--- src/rtl/tweet_sched.sv ---
// tweetboard message RAM sequencer: rx writer / playback reader / clear.
// Define AUTO_REPLAY_EN to add the replay_tick auto-playback input.
module tweet_sched #(
  parameter int ADDR_W = 8
) (
  input  logic              sysclk,
  input  logic              reset,
  input  logic              rx_valid,
  input  logic [7:0]        rx_data,
  input  logic              play_req,
  input  logic              clear_req,
  input  logic              char_tick,
  input  logic              tx_busy,
`ifdef AUTO_REPLAY_EN
  input  logic              replay_tick,
`endif
  input  logic [15:0]       ram_rdata,
  output logic              ram_we,
  output logic [ADDR_W-1:0] ram_addr,
  output logic [15:0]       ram_wdata,
  output logic [7:0]        tx_data,
  output logic              tx_start,
  output logic              playing,
  output logic              full,
  output logic              overflow
);

  localparam logic [ADDR_W:0] PTR_END = {1'b1, {ADDR_W{1'b0}}};

  typedef enum logic [2:0] {
    S_IDLE, S_RD_ISSUE, S_RD_WAIT, S_CHECK,
    S_TX_WAIT, S_TX_HOLD, S_CLEAR
  } state_t;

  state_t            state_q, state_d;
  logic [ADDR_W:0]   wr_ptr_q, wr_ptr_d;
  logic [ADDR_W:0]   rd_ptr_q, rd_ptr_d;
  logic              skid_vld_q, skid_vld_d;
  logic [7:0]        skid_data_q, skid_data_d;
  logic              rvalid_q, rvalid_d;
  logic [7:0]        rchar_q, rchar_d;
  logic [7:0]        tx_data_q, tx_data_d;
  logic              tx_start_q, tx_start_d;
  logic              ovf_q, ovf_d;
  logic              clr_pend_q, clr_pend_d;
  logic [ADDR_W-1:0] clr_addr_q, clr_addr_d;
  logic [1:0]        hold_cnt_q, hold_cnt_d;
  logic              hold_seen_q, hold_seen_d;

  logic drain;
  logic accept;
  logic start;
  logic unused_rdata;

  assign unused_rdata = ^ram_rdata[14:8];

  assign full  = (wr_ptr_q == PTR_END);
  // the skid may drain in any state but CLEAR; in RD_ISSUE it steals the port
  assign drain  = skid_vld_q && !full && (state_q != S_CLEAR);
  assign accept = !full && (!skid_vld_q || drain);

`ifdef AUTO_REPLAY_EN
  assign start = play_req || (replay_tick && (wr_ptr_q != '0));
`else
  assign start = play_req;
`endif

  always_comb begin
    state_d     = state_q;
    wr_ptr_d    = wr_ptr_q;
    rd_ptr_d    = rd_ptr_q;
    skid_vld_d  = skid_vld_q;
    skid_data_d = skid_data_q;
    rvalid_d    = rvalid_q;
    rchar_d     = rchar_q;
    tx_data_d   = tx_data_q;
    tx_start_d  = 1'b0;
    ovf_d       = ovf_q;
    clr_pend_d  = clr_pend_q;
    clr_addr_d  = clr_addr_q;
    hold_cnt_d  = hold_cnt_q;
    hold_seen_d = hold_seen_q;
    ram_we      = 1'b0;
    ram_addr    = '0;
    ram_wdata   = '0;

    if (drain) begin
      ram_we     = 1'b1;
      ram_addr   = wr_ptr_q[ADDR_W-1:0];
      ram_wdata  = {1'b1, 7'b0, skid_data_q};
      wr_ptr_d   = wr_ptr_q + 1'b1;
      skid_vld_d = 1'b0;
    end else if (skid_vld_q && full) begin
      skid_vld_d = 1'b0;
      ovf_d      = 1'b1;
    end

    if (rx_valid) begin
      if (accept) begin
        skid_vld_d  = 1'b1;
        skid_data_d = rx_data;
      end else begin
        ovf_d = 1'b1;
      end
    end

    if (clear_req && state_q != S_IDLE && state_q != S_CLEAR)
      clr_pend_d = 1'b1;

    unique case (state_q)
      S_IDLE: begin
        if (clear_req || clr_pend_q) begin
          state_d    = S_CLEAR;
          clr_addr_d = '0;
          clr_pend_d = 1'b0;
        end else if (start) begin
          state_d  = S_RD_ISSUE;
          rd_ptr_d = '0;
        end
      end
      S_RD_ISSUE: begin
        if (!drain) begin
          ram_addr = rd_ptr_q[ADDR_W-1:0];
          state_d  = S_RD_WAIT;
        end
      end
      S_RD_WAIT: begin
        rvalid_d = ram_rdata[15];
        rchar_d  = ram_rdata[7:0];
        state_d  = S_CHECK;
      end
      S_CHECK: begin
        if (!rvalid_q || rd_ptr_q == wr_ptr_q) begin
          state_d = S_IDLE;
        end else begin
          tx_data_d = rchar_q;
          state_d   = S_TX_WAIT;
        end
      end
      S_TX_WAIT: begin
        if (char_tick && !tx_busy) begin
          tx_start_d  = 1'b1;
          rd_ptr_d    = rd_ptr_q + 1'b1;
          hold_cnt_d  = '0;
          hold_seen_d = 1'b0;
          state_d     = S_TX_HOLD;
        end
      end
      S_TX_HOLD: begin
        // phase 1: wait for busy or a 4-cycle timeout; phase 2: wait for idle
        if (!hold_seen_q) begin
          if (tx_busy || hold_cnt_q == 2'd3) hold_seen_d = 1'b1;
          hold_cnt_d = hold_cnt_q + 1'b1;
        end else if (!tx_busy) begin
          state_d = (rd_ptr_q == PTR_END) ? S_IDLE : S_RD_ISSUE;
        end
      end
      S_CLEAR: begin
        ram_we     = 1'b1;
        ram_addr   = clr_addr_q;
        clr_addr_d = clr_addr_q + 1'b1;
        if (clr_addr_q == '1) begin
          state_d    = S_IDLE;
          wr_ptr_d   = '0;
          ovf_d      = 1'b0;
          skid_vld_d = 1'b0;
        end
      end
      default: state_d = S_IDLE;
    endcase
  end

  always_ff @(posedge sysclk) begin
    if (reset) begin
      state_q     <= S_IDLE;
      wr_ptr_q    <= '0;
      rd_ptr_q    <= '0;
      skid_vld_q  <= 1'b0;
      skid_data_q <= '0;
      rvalid_q    <= 1'b0;
      rchar_q     <= '0;
      tx_data_q   <= '0;
      tx_start_q  <= 1'b0;
      ovf_q       <= 1'b0;
      clr_pend_q  <= 1'b0;
      clr_addr_q  <= '0;
      hold_cnt_q  <= '0;
      hold_seen_q <= 1'b0;
    end else begin
      state_q     <= state_d;
      wr_ptr_q    <= wr_ptr_d;
      rd_ptr_q    <= rd_ptr_d;
      skid_vld_q  <= skid_vld_d;
      skid_data_q <= skid_data_d;
      rvalid_q    <= rvalid_d;
      rchar_q     <= rchar_d;
      tx_data_q   <= tx_data_d;
      tx_start_q  <= tx_start_d;
      ovf_q       <= ovf_d;
      clr_pend_q  <= clr_pend_d;
      clr_addr_q  <= clr_addr_d;
      hold_cnt_q  <= hold_cnt_d;
      hold_seen_q <= hold_seen_d;
    end
  end

  assign tx_data  = tx_data_q;
  assign tx_start = tx_start_q;
  assign overflow = ovf_q;
  assign playing  = (state_q == S_RD_ISSUE) || (state_q == S_RD_WAIT) ||
                    (state_q == S_CHECK)    || (state_q == S_TX_WAIT) ||
                    (state_q == S_TX_HOLD);

endmodule

--- config.mk ---
export PLATFORM = sky130hd
export DESIGN_NAME = tweet_sched
export DESIGN_NICKNAME = d
export VERILOG_FILES = /design/src/rtl/tweet_sched.sv
export SDC_FILE = /design/constraint.sdc
export NUM_CORES = 1
export LEC_CHECK = 0
export ABC_AREA = 1
export ABC_CLOCK_PERIOD_IN_PS = 3100
export CAP_MARGIN = 5
export CORE_ASPECT_RATIO = 1.4
export CORE_MARGIN = 2
export CORE_UTILIZATION = 40
export CTS_BUF_LIST = sky130_fd_sc_hd__clkbuf_4
export DETAILED_ROUTE_END_ITERATION = 7
export PLACE_DENSITY = 0.65
export SLEW_MARGIN = 20
export SYNTH_ARGS = -nofsm -noshare
export SYNTH_HDL_FRONTEND = slang
export SYNTH_SLANG_ARGS = --single-unit
--- constraint.sdc ---
create_clock -name sysclk -period 3.1 [get_ports sysclk]
set_clock_uncertainty 0.1 [all_clocks]
set_input_delay 0.465 -clock sysclk [delete_from_list [all_inputs] [get_ports sysclk]]
set_output_delay 0.465 -clock sysclk [all_outputs]
set_load 0.05 [all_outputs]
# == After elaboration in Yosys (flattened, before gate mapping) ==
# Index checks and enable logic that the tools add are counted.
# classes
reduce_logical,32
muxes,48
eq_ne,22
bitwise,2
add_sub_neg,4
# op_table
cell,n
two-way mux 9 bit,6
one-hot mux 8 bit (2 select lines),2
two-way mux 3 bit,8
two-way mux 8 bit,3
two-way mux 1 bit,22
one-hot mux 3 bit (7 select lines),1
adder 9 x 1 -> 9 bit (second input constant),2
equality test 9 bit (second input constant),2
!= test 2 bit (second input constant),9
one-hot mux 9 bit (2 select lines),1
two-way mux 16 bit,1
equality test 3 bit (second input constant),3
equality test 9 bit,1
adder 8 x 1 -> 8 bit (second input constant),1
equality test 8 bit (second input constant),1
logical OR 1 bit,8
AND reduction 2 bit,4
logical AND 1 bit,7
equality test 3 x 2 -> 1 bit (second input constant),2
!= test 3 bit (second input constant),2
AND reduction 6 bit,1
nonzero test 2 bit,3
logical NOT 1 bit,4
two-way mux 2 bit,2
11 further kinds,12
# word_totals
output_inout_bits,37
ff_bits,61
in_bits,31

# == Logic depth before layout (Yosys ltp) ==
# Gate-level depths: netlist of the first run.
# depth
ltp_word,10
ltp_mapped,11
ltp_nobuf,11

# == Worst setup path before layout of the first run ==
# Ideal clock, no wire load.
# synth_timing
path_type,register to output
start,reg wr_ptr_q[0]
end,out ram_addr[0]
required_time_ps,2535
path_stages_with_launch,11
t_arrival_ps,2374
slack_ps,161
n_path_buf,0
cell_sequence,dfxtp_1 > inv_1 > ha_1 > nand2_1 > nor2_1 > nand2_4 > nand3_4 > inv_1 > ha_1 > a21oi_1 > o21ai_0
# synth_between
elab_chain_cells,7
# synth_rtl
item,line_no,source
start: declaration,36,"logic [ADDR_W:0] wr_ptr_q, wr_ptr_d;"
start signal: assignment,191,wr_ptr_q <= wr_ptr_d;
equality test 9 bit (*),57,assign full = (wr_ptr_q == PTR_END);
logical NOT 1 bit (*),59,assign drain = skid_vld_q && !full && (state_q != S_CLEAR);
logical AND 1 bit (*) (2 in series),59,
via drain,50,logic drain;
two-way mux 8 bit,87,if (drain) begin
two-way mux 8 bit,122,if (!drain) begin
one-hot mux 8 bit (2 select lines) (*),110,unique case (state_q)
end: declaration,19,"output logic [ADDR_W-1:0] ram_addr,"
# Mark *: on every way through the listed nets, which the timed path passes. The rest lies on a longest branch.

# == Final worst setup path of the first run ==
# layout_timing
start,reg wr_ptr_q[1]
end,out full
# layout_between
elab_chain_cells,1
# layout_rtl
item,line_no,source
equality test 9 bit,57,
end: declaration,24,"output logic full,"
# No other way between the ends.

==> impl_metrics.ini, run 1 <==
[synth]
synth.top_cell.area_share = 0.379
seq_area_frac_synth = 0.379
ys_types = 39
synth_area_per_cell_um2 = 6.83
synth_compound_area_frac = 0.142
synthCells = 471
ys_ff_latch = 61
synth_top_family_by_area = simple AND/OR/NAND/NOR gates
yosysWarnings = 0
synthMuxAreaShare = 0
synth-xor-area-share = 0.0218
synth_area_leaders = dfxtp_1 (38%), nand2_1 (12%), nor2_1 (9.3%)
synthAdderAreaFrac = 0.0272
yosys.area_share.simple = 0.332
synth_top_cell_by_area = dfxtp_1
syn-cell-area_mm2 = 0.00322

[global_route]
grt_pass1_wl_um = 13300
grt_max_degree = 26
grtUsageTotal = 0.191
grt_pass1_vias = 2932
antenna_found_initial = 0
overflow = 0

[route]
drt-total-wl_um = 7860
wl_per_cell_um = 12.5
viasPerCell = 4.95
drc = 0
dr.pass1.iters = 4
postRouteAntennaNets = 0
drt-initial-drc-count = 151
vias = 3111

[sta]
final.setup.tns_ns = 0
setup_viol = 0
post-route-period-util = 0.928
rsz0062_at_grt = false
tightest_slew_ns = 0.523
slew_viol_final = 0
max_freq_mhz = 348
slew_headroom = 0.651
fin_crit_ns = 2.88
hold_violations = 0

[place]
dp.cells = 614
io_buffers = 53
dp_hpwl_um = 5920
gp_congestion = 0.931

[floorplan]
dieArea_mm2 = 0.00879
core_mm2 = 0.00780
fp.dieW_um = 79.8
core.rowCount = 38
fp.dieH_um = 110
num_io_pins = 68
initial_core_util = 0.413

[cts]
clk_pin_slew_worst_paths_ns = 0.09
cts_hold_buf = 0
insertion_delay_ns = 0.41
root_buffer = clkbuf_4
cts_max_level = 3
cts_tree = yes
numClockSinks = 61
numCtsBuffers = 9
clk_path_buf_depth = 2

[power_and_ir_drop]
internal-power_uw = 1440
peakVddDrop_mv = 0.272
p_sw_uw = 880
power.density_mw_per_mm2 = 573
power_frac_seq = 0.411
power_frac_comb = 0.322
p_leak_uw = 0.00178
clkPwrFrac = 0.268
swShare = 0.379

[setup_path]
cp-startpoint = wr_ptr_q[1]
r2r-start = wr_ptr_q[0]
end_kind = output pin
crit_type = register to output pin
start_kind = register
crit_required_ns = 2.53
critPathArrivalTime_ns = 2.31
cp_max_fo = 6
cp-endpoint = full
r2r_cells = 10
rr_endpoint = wr_ptr_q[5]
r2r_setup_slack_ns = 1.12

[cells_and_area]
fillers = 803
post-route-util = 0.519
layout.cells.non_filler = 629
nets = 563
final_common_cell = nand2_1
final_cell_mix = nand2_1 (107), nor2_1 (80), dfxtp_1 (61)
diodes = 0
drive_above_1_share = 0.0851
areaGrowthSynthToFinish_pct = 25.9

[outcome]
outcome = complete, no violations

[min_path]
hp-class = register to register
hold_path.startpoint = rvalid_q

[flow_run]
drv_cap = 0
power by group through the flow:
stage / Clock (µW) / Combinational [µW] / Sequential, µW
after CTS: 641 / 755 / 953
final: 622 / 747 / 954
after global placement: 0 / 742 / 967
after global routing: 674 / 836 / 969
after detailed placement: 0 / 752 / 972
after floorplan: 0 / 568 / 946
worst min path at each step:
| stage | to | cells past startpoint |
|---|---|---|
| floorplan | rvalid_q | 2 |
| global placement | rvalid_q | 2 |
| detailed placement | rvalid_q | 2 |
| CTS | rvalid_q | 2 |
| global route | rvalid_q | 2 |
| finish | rvalid_q | 2 |
metal layers:
metal / GRT usage / vias up / share of wire
met5: 0 / - / 0
met4: 0.111 / 0 / 0.031
met3: 0.0309 / 18 / 0.042
met2: 0.319 / 66 / 0.49
met1: 0.232 / 1406 / 0.44
li1: - / 1621 / -
cell usage after synthesis (all sizes together):
library cell,count
nor2,84
xor2,5
nor3,8
o21ai,28
nand3b,1
buf,17
a22oi,1
inv,49
a21o,2
nor4,2
ha,7
o221ai,2
nand4,9
dfxtp,61
o211a,1
or2,2
a211oi,4
nor3b,2
o21bai,1
nand2,109
conb,1
o21a,2
and3,1
a21oi,34
o211ai,6
clkbuf,4
xnor2,3
nand3,25
cells by family (layout without fill, tap and decap cells):
| kind of cell | after synthesis | count (layout) |
|---|---|---|
| simple gates | 243 | 243 |
| fa+ha+maj | 7 | 7 |
| compound gates | 81 | 81 |
| buf+inv | 70 | 122 |
| other cells | 1 | 7 |
| flops | 61 | 61 |
| xor+xnor | 8 | 8 |
worst max-delay path, cell delays in order, from the launching register on:
cell             delay, ns
dfxtp_1               0.36
inv_1                 0.13
ha_1                  0.16
nand2_1               0.05
nor2_1                0.19
nand2_4               0.11
inv_1                 0.11
clkdlybuf4s50_1       0.81
registers in the layout, indices dropped and copies added, names as in the netlist:
register / flops
clr_addr_q: 8
clr_pend_q: 1
hold_cnt_q: 2
hold_seen_q: 1
overflow: 1
rchar_q: 8
rd_ptr_q: 9
rvalid_q: 1
skid_data_q: 8
skid_vld_q: 1
state_q: 3
tx_data: 8
tx_start: 1
wr_ptr_q: 9
area by class of cell:
type,count,area (µm²),share of cell area
multi-input combinational,346,1710,0.422
sequential,61,1220,0.302
timing repair buffer,58,657,0.162
inverter,49,186,0.0460
tap,100,125,0.0309
clock inverter,5,76.3,0.0188
clock buffer,10,75.1,0.0185
per-stage QoR:
stage | total power, µW | worst slack [ns] | hold slack [ns] | instance area [µm²]
detailed placement | 1720 | 0.491 | 0.352 | 3870
CTS | 2350 | 0.0239 | 0.366 | 4030
global placement | 1710 | 0.540 | 0.347 | 3870
floorplan | 1510 | 0.161 | 0.330 | 3240
finish | 2320 | 0.222 | 0.365 | 4050
global route | 2480 | 0.0360 | 0.396 | 4050
timing repair:
item | CTS | global route
resized for setup | 0 | 10
setup endpoints to repair | 0 | 9
setup buffers | 0 | 0
(Power assumes the default switching activity.)
==> run 2: changes to the inputs <==
ABC_CLOCK_PERIOD_IN_PS = default   (was 3100)
GPL_TIMING_DRIVEN = 0   (was default)
clock period = 2.9 ns   (was 3.1 ns; I/O delays follow)
==> impl_metrics.ini, run 2 (synthesized netlist as in run 1, its figures left out) <==
[outcome]
outcome = complete, no violations

[setup_path]
cp_max_fo = 10
r2r_setup_slack_ns = 1.02
crit_type = register to output pin
crit_required_ns = 2.37
r2r_cells = 7
cp-endpoint = ram_wdata[4]
end_kind = output pin
cp-startpoint = wr_ptr_q[0]
critPathArrivalTime_ns = 2.20
rr_endpoint = skid_vld_q
r2r-start = clr_addr_q[1]
start_kind = register

[cells_and_area]
drive_above_1_share = 0.125
areaGrowthSynthToFinish_pct = 23.9
final_common_cell = nand2_1
postLayoutCellArea_mm2 = 0.00399
post-route-util = 0.511
top_regs = rd_ptr_q x9, wr_ptr_q x9
final_cell_mix = nand2_1 (107), nor2_1 (79), dfxtp_1 (59)
diodes = 0
nets = 578

[power_and_ir_drop]
peakVddDrop_mv = 0.396
finalPower_uw = 2420
power.density_mw_per_mm2 = 608
p_leak_uw = 0.00167

[floorplan]
dieArea_mm2 = 0.00879
core.rowCount = 38
core_mm2 = 0.00780
fp.dieW_um = 79.8
initial_core_util = 0.413
num_io_pins = 68
fp.dieH_um = 110

[route]
viasPerCell = 4.89
drt-total-wl_um = 8350
drc = 0
dr.pass1.iters = 5
postRouteAntennaNets = 0
wl_per_cell_um = 12.9
vias = 3151
drt-initial-drc-count = 146

[place]
dp_hpwl_um = 6340
dpl-instance-area_mm2 = 0.00389
io_buffers = 52
gp_congestion = 0.895

[sta]
rsz0062_at_grt = false
slew_headroom = 0.634
hold_violations = 0
post-route-period-util = 0.944
setup_viol = 0
fin_crit_ns = 2.74
tightest_slew_ns = 0.549
whs_ns = 0.317
slew_viol_final = 0
final.setup.tns_ns = 0
max_freq_mhz = 365

[global_route]
grt_pass1_wl_um = 13800
grt_max_degree = 12
grtUsageTotal = 0.203
overflow = 0
antenna_found_initial = 0
grt_pass1_vias = 3031

[cts]
cts_tree = yes
clk_pin_slew_worst_paths_ns = 0.11
clk_path_buf_depth = 2
root_buffer = clkbuf_4
insertion_delay_ns = 0.42
post_cts_buffers = 0
cts_max_level = 3
numClockSinks = 61
numCtsBuffers = 9

[min_path]
hp-class = input port to register

[flow_run]
drv_cap = 0
==> run 2: changes by cell type in the layout (fill, tap and decap cells not counted), sizes merged <==
cell,delta
clkdlybuf4s15,+4
buf,+12
dlymetal6s2s,-8
clkinvlp,+1
dlygate4sd2,+2
clkinv,+2
clkdlybuf4s50,-3
clkbuf,+6
clkdlybuf4s18,+1
bufinv,-1
==> run 2: report_power, final <==
group / internal (µW) / switching [µW]
combinational: 265 / 567
clock: 256 / 336
sequential: 934 / 67.3
total: 1460 / 970
==> run 2: layout make-up <==
| type | instances | area (µm²) |
|---|---|---|
| fillers | 803 | 3810 |
| clock inverters | 7 | 66.3 |
| inverters | 49 | 186 |
| well taps | 100 | 125 |
| plain buffers | 21 | 126 |
| flip-flops and latches | 61 | 1220 |
| multi-input cells | 346 | 1710 |
| clock buffers | 9 | 67.6 |
| repair buffers | 52 | 480 |
==> run 2: worst min path at each step <==
stage | start | cells past startpoint | slack [ns] | endpoint
2_1_floorplan | rvalid_q | 2 | 0.33 | rvalid_q
3_3_place_gp | rvalid_q | 2 | 0.34 | rvalid_q
3_5_place_dp | rvalid_q | 2 | 0.35 | rvalid_q
4_1_cts | reset | 2 | 0.31 | clr_addr_q[6]
5_1_grt | reset | 2 | 0.32 | clr_addr_q[6]
6_report | reset | 2 | 0.32 | clr_addr_q[5]
==> run 2: per-stage QoR <==
step	worst slack (ns)	instances
2_1_floorplan	0.369	477
3_3_place_gp	-0.147	629
3_5_place_dp	-0.114	629
4_1_cts	0.00128	645
5_1_grt	0.00219	645
6_report	0.162	645
==> run 2: critical path, cell delays in order (launching register included) <==
cell and delay (ns):
dfxtp_2 0.40, inv_1 0.07, ha_1 0.21, nand2_1 0.08, nor2_2 0.05, nand2_4 0.11, nand3_4 0.14, buf_2 0.23
nor2_1 0.11, clkdlybuf4s15_2 0.38
==> run 2: routing by layer <==
layer | vias to the layer above | GRT usage | part of all wire
met2 | 74 | 0.348 | 0.51
met5 | - | 0 | 0
met3 | 19 | 0.0472 | 0.039
met1 | 1411 | 0.237 | 0.43
met4 | 0 | 0.104 | 0.025
li1 | 1647 | - | -
==> run 2: timing repair <==
action                     4_1_cts  5_1_grt
hold buffers                     0        0
cloned                           0        0
resized for setup               70       25
setup endpoints to repair       19       17
==> run 3: changes to the inputs <==
clock period = 3.2 ns   (was 2.9 ns; I/O delays follow)
==> impl_metrics.ini, run 3 (synthesized netlist as in run 1, its figures left out) <==
[global_route]
antenna_found_initial = 0
grtUsageTotal = 0.201
grt_pass1_vias = 3013
overflow = 0
grt_pass1_wl_um = 13900
grt_max_degree = 12

[outcome]
outcome = complete, no violations

[sta]
final.setup.tns_ns = 0
slew_viol_final = 0
hold_violations = 0
rsz0062_at_grt = false
whs_ns = 0.363
setup_viol = 0
slew_headroom = 0.644
post-route-period-util = 0.917
tightest_slew_ns = 0.531
fin_crit_ns = 2.93
max_freq_mhz = 341

[cts]
cts_max_level = 3
numCtsBuffers = 9
insertion_delay_ns = 0.41
post_cts_buffers = 0
clk_path_buf_depth = 2
cts_resized = 20
numClockSinks = 61
root_buffer = clkbuf_4
clk_pin_slew_worst_paths_ns = 0.11
cts_hold_buf = 0
cts_tree = yes

[floorplan]
dieArea_mm2 = 0.00879
fp.dieH_um = 110
core.rowCount = 38
fp.dieW_um = 79.8
initial_core_util = 0.413
core_mm2 = 0.00780
num_io_pins = 68

[route]
dr.pass1.iters = 7
vias = 3155
drt-initial-drc-count = 138
postRouteAntennaNets = 0
drc = 0
drt-total-wl_um = 8280
wl_per_cell_um = 12.8
viasPerCell = 4.89

[power_and_ir_drop]
swShare = 0.388
p_leak_uw = 0.00171
power_frac_seq = 0.397
clkPwrFrac = 0.273
peakVddDrop_mv = 0.288
power.density_mw_per_mm2 = 572
internal-power_uw = 1400
power_frac_comb = 0.330
p_sw_uw = 887

[setup_path]
rr_endpoint = wr_ptr_q[5]
cp-endpoint = ram_wdata[4]
cp_common_cell = nor2_1
cp-startpoint = wr_ptr_q[1]
r2r_cells = 7
cpMaxStageDelayCell = dlygate4sd2_1
crit_type = register to output pin
crit_required_ns = 2.62
end_kind = output pin
crit_chain = inv_1 -> ha_1 -> nand2_1 -> nor2_1 -> nand2_4 -> nand3_4 -> buf_2 -> nor2_1 -> dlygate4sd2_1
max_stage_delay_ns = 0.55
start_kind = register
critPathArrivalTime_ns = 2.35
r2r_setup_slack_ns = 1.30
r2r-start = clr_addr_q[1]
cp_max_fo = 10

[place]
gp_congestion = 0.938
io_buffers = 52
dp_hpwl_um = 6370
dp.cells = 629

[cells_and_area]
layout.cells.non_filler = 645
top_regs = rd_ptr_q x9, wr_ptr_q x9
diodes = 0
areaGrowthSynthToFinish_pct = 24.2
drive_above_1_share = 0.103
final_common_cell = nand2_1
final_cell_mix = nand2_1 (107), nor2_1 (80), dfxtp_1 (60)
nets = 578

[min_path]
hold_path.startpoint = rvalid_q
hp-class = register to register

[flow_run]
drv_cap = 0
-- run 3: changes by cell type in the layout (fill, tap and decap cells not counted), sizes merged, moves of 2 or more --
cell	change
clkdlybuf4s15	-4
buf	-9
clkdlybuf4s50	+2
dlygate4sd2	+7
clkbuf	+5
-- run 3: cell type report --
cell class / count / area (µm²)
Timing Repair Buffer: 52 / 472
Buffer: 21 / 124
Fill cell: 827 / 3800
Clock buffer: 9 / 67.6
Sequential cell: 61 / 1220
Clock inverter: 7 / 90.1
Tap cell: 100 / 125
Multi-Input combinational cell: 346 / 1710
Inverter: 49 / 186
-- run 3: worst max-delay path, delay by kind of cell, from the launching register on --
| family | cells | cell delay [ns] |
|---|---|---|
| and+or+nand+nor | 5 | 0.46 |
| DFF | 1 | 0.40 |
| adders and majority gates | 1 | 0.20 |
| buffers and inverters | 3 | 0.89 |
-- run 3: through the flow --
step	power, µW	cell area (µm²)	setup slack, ns	util
2_1_floorplan	1470	3240	0.246	-
3_3_place_gp	1680	3890	0.0831	0.498
3_5_place_dp	1680	3890	0.0725	0.498
4_1_cts	2300	4030	0.0290	0.516
5_1_grt	2430	4000	0.00476	0.513
6_report	2280	4000	0.265	0.513
-- run 3: layer usage --
layer / global-route usage / vias to the layer above / part of all wire
li1: - / 1653 / -
met5: 0 / - / 0
met4: 0.0581 / 0 / 0.012
met3: 0.0440 / 9 / 0.045
met2: 0.370 / 63 / 0.51
met1: 0.234 / 1430 / 0.43
-- run 3: worst min path at each step --
stage          endpoint  slack (ns)  cells past startpoint
3_5_place_dp   rvalid_q        0.35                      2
4_1_cts        rvalid_q        0.36                      2
3_3_place_gp   rvalid_q        0.34                      2
2_1_floorplan  rvalid_q        0.33                      2
5_1_grt        rvalid_q        0.39                      2
6_report       rvalid_q        0.36                      2
-- run 3: power groups by stage --
stage / combinational [µW] / clock (µW) / sequential [µW]
after detailed placement: 761 / 0 / 924
after global routing: 846 / 668 / 920
after floorplan: 550 / 0 / 916
after CTS: 760 / 632 / 906
after global placement: 755 / 0 / 921
final: 753 / 624 / 907
